--- src/rtl/muldiv_unit.sv ---
// Iterative RV32M multiply/divide unit: one radix-2 step per cycle, with a
// single-cycle fast path for divide-by-zero and signed divide overflow.
module muldiv_unit #(
  parameter int WORD_W = 32,
  parameter int CNT_W  = 6
) (
  input  logic              CLK,
  input  logic              nRST,
  input  logic              start,
  input  logic [2:0]        op,
  input  logic [WORD_W-1:0] port_a,
  input  logic [WORD_W-1:0] port_b,
  input  logic              flush,
  output logic              busy,
  output logic              done,
  output logic [WORD_W-1:0] result,
  output logic              div_zero,
  output logic [1:0]        dbg_state
);

  // Handshake: start is taken only in IDLE with flush low and no done pulse
  // showing; the matching result appears with the single-cycle done pulse.
  localparam logic [1:0] ST_IDLE   = 2'd0;
  localparam logic [1:0] ST_BUSY   = 2'd1;
  localparam logic [1:0] ST_FINISH = 2'd2;

  localparam logic [2:0] OP_MUL    = 3'b000;
  localparam logic [2:0] OP_MULH   = 3'b001;
  localparam logic [2:0] OP_MULHSU = 3'b010;
  localparam logic [2:0] OP_MULHU  = 3'b011;
  localparam logic [2:0] OP_DIV    = 3'b100;
  localparam logic [2:0] OP_DIVU   = 3'b101;
  localparam logic [2:0] OP_REM    = 3'b110;

  localparam logic [WORD_W-1:0]   W_ONE   = {{(WORD_W-1){1'b0}}, 1'b1};
  localparam logic [WORD_W-1:0]   W_ONES  = {WORD_W{1'b1}};
  localparam logic [WORD_W-1:0]   W_MIN   = {1'b1, {(WORD_W-1){1'b0}}};
  localparam logic [2*WORD_W-1:0] D_ONE   = {{WORD_W{1'b0}}, W_ONE};
  localparam logic [CNT_W-1:0]    C_ONE   = {{(CNT_W-1){1'b0}}, 1'b1};
  localparam logic [CNT_W-1:0]    C_LAST  = CNT_W'(WORD_W - 1);

  logic [1:0]          r_state;
  logic [2:0]          r_op;
  logic [CNT_W-1:0]    r_cnt;
  logic [WORD_W-1:0]   r_mc;
  logic [2*WORD_W-1:0] r_acc;
  logic                r_neg;
  logic                r_dz_pend;
  logic                r_done;
  logic [WORD_W-1:0]   r_result;
  logic                r_div_zero;

  logic                w_a_signed;
  logic                w_b_signed;
  logic                w_a_neg;
  logic                w_b_neg;
  logic [WORD_W-1:0]   w_mag_a;
  logic [WORD_W-1:0]   w_mag_b;
  logic                w_accept;
  logic                w_div_zero;
  logic                w_ovf;
  logic                w_fast;
  logic [WORD_W-1:0]   w_fast_val;
  logic [WORD_W:0]     w_mul_sum;
  logic [2*WORD_W-1:0] w_mul_next;
  logic [WORD_W:0]     w_div_trial;
  logic [2*WORD_W-1:0] w_div_next;
  logic [2*WORD_W-1:0] w_step;
  logic [2*WORD_W-1:0] w_fix_mul;
  logic [WORD_W-1:0]   w_quo_fix;
  logic [WORD_W-1:0]   w_rem_fix;
  logic [WORD_W-1:0]   w_final;

  assign w_a_signed = (op == OP_MULH) || (op == OP_MULHSU) || (op == OP_DIV) || (op == OP_REM);
  assign w_b_signed = (op == OP_MULH) || (op == OP_DIV) || (op == OP_REM);
  assign w_a_neg    = w_a_signed & port_a[WORD_W-1];
  assign w_b_neg    = w_b_signed & port_b[WORD_W-1];
  assign w_mag_a    = w_a_neg ? (~port_a + W_ONE) : port_a;
  assign w_mag_b    = w_b_neg ? (~port_b + W_ONE) : port_b;

  assign w_accept   = (r_state == ST_IDLE) && start && !flush && !r_done;
  assign w_div_zero = (port_b == '0);
  assign w_ovf      = ((op == OP_DIV) || (op == OP_REM)) && (port_a == W_MIN) && (port_b == W_ONES);
  assign w_fast     = op[2] && (w_div_zero || w_ovf);

  // op[1] separates REM/REMU from DIV/DIVU
  always_comb begin
    w_fast_val = '0;
    if (w_div_zero) begin
      w_fast_val = op[1] ? port_a : W_ONES;
    end else begin
      w_fast_val = op[1] ? '0 : W_MIN;
    end
  end

  // Multiply: low half of r_acc is the multiplier, shifted out LSB first.
  assign w_mul_sum  = {1'b0, r_acc[2*WORD_W-1:WORD_W]} + (r_acc[0] ? {1'b0, r_mc} : '0);
  assign w_mul_next = {w_mul_sum, r_acc[WORD_W-1:1]};

  // Divide: high half is the partial remainder, low half collects the quotient.
  assign w_div_trial = r_acc[2*WORD_W-1:WORD_W-1] - {1'b0, r_mc};
  assign w_div_next  = w_div_trial[WORD_W] ? {r_acc[2*WORD_W-2:0], 1'b0}
                                           : {w_div_trial[WORD_W-1:0], r_acc[WORD_W-2:0], 1'b1};
  assign w_step      = r_op[2] ? w_div_next : w_mul_next;

  assign w_fix_mul = r_neg ? (~w_step + D_ONE) : w_step;
  assign w_quo_fix = r_neg ? (~w_step[WORD_W-1:0] + W_ONE) : w_step[WORD_W-1:0];
  assign w_rem_fix = r_neg ? (~w_step[2*WORD_W-1:WORD_W] + W_ONE) : w_step[2*WORD_W-1:WORD_W];

  always_comb begin
    w_final = w_rem_fix;
    case (r_op)
      OP_MUL:                       w_final = w_fix_mul[WORD_W-1:0];
      OP_MULH, OP_MULHSU, OP_MULHU: w_final = w_fix_mul[2*WORD_W-1:WORD_W];
      OP_DIV, OP_DIVU:              w_final = w_quo_fix;
      default:                      w_final = w_rem_fix;
    endcase
  end

  always_ff @(posedge CLK or negedge nRST) begin
    if (!nRST) begin
      r_state    <= ST_IDLE;
      r_op       <= '0;
      r_cnt      <= '0;
      r_mc       <= '0;
      r_acc      <= '0;
      r_neg      <= 1'b0;
      r_dz_pend  <= 1'b0;
      r_done     <= 1'b0;
      r_result   <= '0;
      r_div_zero <= 1'b0;
    end else begin
      r_done <= 1'b0;
      case (r_state)
        ST_IDLE: begin
          if (w_accept) begin
            r_op  <= op;
            r_cnt <= '0;
            if (w_fast) begin
              r_state   <= ST_FINISH;
              r_acc     <= {{WORD_W{1'b0}}, w_fast_val};
              r_dz_pend <= w_div_zero;
              r_neg     <= 1'b0;
            end else begin
              r_state   <= ST_BUSY;
              r_mc      <= w_mag_b;
              r_acc     <= {{WORD_W{1'b0}}, w_mag_a};
              r_dz_pend <= 1'b0;
              r_neg     <= (op == OP_REM) ? w_a_neg : (w_a_neg ^ w_b_neg);
            end
          end
        end
        ST_BUSY: begin
          if (flush) begin
            r_state <= ST_IDLE;
          end else begin
            r_cnt <= r_cnt + C_ONE;
            if (r_cnt == C_LAST) begin
              r_state <= ST_FINISH;
              r_acc   <= {{WORD_W{1'b0}}, w_final};
            end else begin
              r_acc <= w_step;
            end
          end
        end
        ST_FINISH: begin
          r_state <= ST_IDLE;
          if (!flush) begin
            r_done     <= 1'b1;
            r_result   <= r_acc[WORD_W-1:0];
            r_div_zero <= r_dz_pend;
          end
        end
        default: r_state <= ST_IDLE;
      endcase
    end
  end

  assign busy      = (r_state == ST_BUSY);
  assign done      = r_done;
  assign result    = r_result;
  assign div_zero  = r_div_zero;
  assign dbg_state = r_state;

endmodule

--- config.mk ---
export PLATFORM = sky130hd
export DESIGN_NAME = muldiv_unit
export DESIGN_NICKNAME = d
export VERILOG_FILES = /design/src/rtl/muldiv_unit.sv
export SDC_FILE = /design/constraint.sdc
export NUM_CORES = 1
export LEC_CHECK = 0
export CAP_MARGIN = 20
export CORE_ASPECT_RATIO = 0.8
export CORE_UTILIZATION = 38
export DETAILED_ROUTE_END_ITERATION = 12
export MAX_ROUTING_LAYER = met4
export PLACE_DENSITY_LB_ADDON = 0.25
export SETUP_SLACK_MARGIN = 0.4
export SLEW_MARGIN = 20
export SYNTH_ARGS = -nofsm -noshare
export SYNTH_HDL_FRONTEND = slang
export SYNTH_SLANG_ARGS = --single-unit
export TNS_END_PERCENT = 1
--- constraint.sdc ---
create_clock -name CLK -period 11.6 [get_ports CLK]
set_input_delay 1.74 -clock CLK [delete_from_list [all_inputs] [get_ports CLK]]
set_output_delay 1.74 -clock CLK [all_outputs]
set_load 0.1 [all_outputs]
==> flow_metrics.tcl <==
set metrics [dict create \
    synth_cell_types 93 \
    syn_nets 2278 \
    synth_edf_count 0 \
    dpl.hpwl_um 50200 \
    synth_top_flop_cell "dfrtp_1" \
    p_leak_nw 7.13 \
    place_ws_ps 5090 \
    timing.rr.end "r_acc[4]$_DFFE_PN0P_" \
    antenna_found_initial 2 \
    htree_levels 4 \
    use_met3_pct 7.41 \
    vdd_drop_max_v 0.000104 \
    row_count 66 \
    fin_setup_tns_ps 0 \
    drtAntennaViolNets 0 \
    grt_max_degree 77 \
    hold_path_depth 2 \
    fin_area_um2 17900 \
    drive_above_1_share_pct 7.39 \
    fin_ws_ps 5090 \
    yosysMostFrequentCell "nor2_1" \
    yosysWarnings 0 \
    core_area_um2 40700 \
    synth_area_um2 15700 \
    worstHoldPathType "reg -> reg" \
    synth.top_cell.area_share_pct 22.7 \
    wirelength_um 66200 \
    boundaryPins 108 \
    hold_violations 0 \
    cp_max_fo 17 \
    syn_inst 2135 \
    numCtsBuffers 17 \
    skew_ps 12.2 \
    drcViolationCount 0 \
    avgSynthCellArea_um2 7.37 \
    insertion_delay_ps 480 \
    hold_start "r_dz_pend$_DFFE_PN0P_" \
    postPlaceCellArea_um2 17300 \
    rsz0062_at_grt "false" \
    die_y_um 184 \
    cts_root_buffer "clkbuf_16" \
    power_density_nw_per_um2 254 \
    cts.repair.resized 0 \
    path_clk_slew_ps 70 \
    synth.area.top_cells "dfrtp_1 23%, o21ai_0 6.5%, a21oi_1 6.3%, ha_1 5.6%, nor2_1 5.2%" \
    cp.arrival_ps 6860 \
    r2r_slack_ps 5090 \
    maxSlewViolCount 0 \
    postCtsSetupRepairBufs 0 \
    grtUsageMet1_pct 47.0 \
    met2_usage_pct 44.0 \
    area_growth_pct 13.7 \
    drt_iter0_drc 2120 \
    min_period_ps 6510 \
    cts_tree "done" \
    fin_util_pct 44.0 \
    port_buffers 107 \
    post-route-period-util_pct 56.2 \
    cts_sinks 143 \
    clk_path_buf_depth 2 \
    setup_viol 0 \
    endpoint_kind "flip-flop" \
    grt_pass1_wl_um 101000 \
    min_to "r_dz_pend$_DFFE_PN0P_" \
    drv_cap 0 \
    grt_pass1_vias 15855 \
    startpoint_type "flip-flop" \
    ys_seq_area_share_pct 22.7 \
    die_area_um2 42200 \
    grt.total_usage_pct 32.2 \
    fin_nets 2309 \
    dieWidth_um 230 \
    vias 17379 \
    status "finished, final reports clean" \
    synth_top_area_cell "dfrtp_1" \
    ys_top_cells_by_count "220 x nor2_1, 206 x nand2_1, 204 x o21ai_0" \
    critical_path_class "reg -> reg" \
    nFillCells 4151 \
    slew_headroom_pct 30.4 \
    initial_utilization_pct 38.7 \
    cp.required_ps 11940 \
    max_freq_mhz 154 \
    timing.rr.start "r_acc[31]$_DFFE_PN0P_" \
    cts_hold_buffers 0 \
    grt-busiest-layer "met1" \
    dp.cells 2691 \
    final_cell_count_no_fill 2724 \
    ys_ff_latch 143 \
    worst-r2r-cell-count 24 \
    wl_per_cell_um 24.3 \
    firstDrtPassIters 5 \
    gp_congestion 0.982 \
    grt.overflow.total 0 \
    worst-slew-pin-transition_ps 1040 \
    async_flop_share_pct 100 \
    viasPerCell 6.38 \
]
==> cell type report <==
cell class,count,area [µm²],area share [%]
well taps,544,681,3.80
multi-input cells,1792,11400,63.8
inverters,72,270,1.51
clock inverters,14,199,1.11
diodes,1,2.50,0.0140
repair buffers,140,1320,7.37
clock buffers,18,429,2.40
flip-flops and latches,143,3580,20.0
==> state kept, by name, indices dropped and copies added, names as in the netlist <==
name       flops
dbg_state      2
r_mc          32
r_cnt          6
r_neg          1
result        32
div_zero       1
r_acc         64
r_op           3
done           1
r_dz_pend      1
==> report_power, final <==
group | internal [W] | switching (W) | leakage, nW
registers | 0.000617 | 0.000209 | 1.81
logic | 0.00108 | 0.00201 | 5.02
clock network | 0.000347 | 0.000278 | 0.301
total | 0.00205 | 0.00250 | 7.13
==> metrics by stage <==
stage	total power (W)	hold slack [ps]
2_1_floorplan	0.00291	444
3_3_place_gp	0.00382	465
3_5_place_dp	0.00382	475
4_1_cts	0.00447	491
5_1_grt	0.00484	527
6_report	0.00455	489
==> cells in the final DEF, fill, tap and decap left out, types with 24 or more instances in the layout <==
cell type and count:
buf_4 33, mux2_2 44, dfrtp_1 141, nand2_1 206, a21o_1 28, ha_1 70
xnor2_1 71, mux2i_1 33, inv_1 71, o211ai_1 26, nand4_1 34, o22ai_1 33
clkdlybuf4s50_1 106, nor3_1 78, xor2_1 60, nor4_1 25, a21oi_1 197, a31oi_1 31
nand3_1 38, a211oi_1 24, nor2_1 215, o21ai_0 204, and2_1 44, o31ai_1 26
==> worst max-delay path, stage by stage (launching register included) <==
cell and delay [ps]:
dfrtp_1 560, inv_1 90, ha_1 200, inv_1 70
fa_1 270, a211oi_2 100, o21ai_2 260, o221ai_2 210
a21bo_2 270, a21oi_4 480, nor2_2 270, nor2_1 160
ha_1 210, nor3b_1 270, o211ai_1 210, or4_1 620
or3_1 490, nor2_1 290, nand2_1 220, nand2_1 310
o211ai_1 120, o211ai_1 150, o31ai_1 120, a221oi_1 320
a211oi_1 80
==> worst max path at each step <==
stage / end / start / depth (start not counted) / slack [ps]
2_1_floorplan: r_acc[20]$_DFFE_PN0P_ / r_acc[31]$_DFFE_PN0P_ / 25 / 6380
3_3_place_gp: r_acc[28]$_DFFE_PN0P_ / port_b[6] / 14 / 5160
3_5_place_dp: r_acc[28]$_DFFE_PN0P_ / port_b[6] / 14 / 5090
4_1_cts: r_acc[4]$_DFFE_PN0P_ / r_acc[31]$_DFFE_PN0P_ / 24 / 5240
5_1_grt: r_acc[20]$_DFFE_PN0P_ / r_acc[31]$_DFFE_PN0P_ / 23 / 4620
6_report: r_acc[4]$_DFFE_PN0P_ / r_acc[31]$_DFFE_PN0P_ / 24 / 5090
==> metal layers <==
metal	up-vias	wire length, µm	part of all wire [%]
li1	7997	-	-
met1	8406	30900	47
met2	905	27300	41
met3	71	6950	10
met4	0	994	1.5
met5	-	0	0
==> cells by family after synthesis <==
logic type	after synthesis	synth area share, %
AND/OR/NAND/NOR	747	22.6
XOR/XNOR	131	7.29
AO/OA/AOI/OAI	765	31.4
flip-flops	143	22.7
multiplexers	77	5.25
adder cells (fa/ha/maj)	72	5.82
buffers and inverters	200	4.93
No activity file was read; power rests on OpenSTA's default activity.
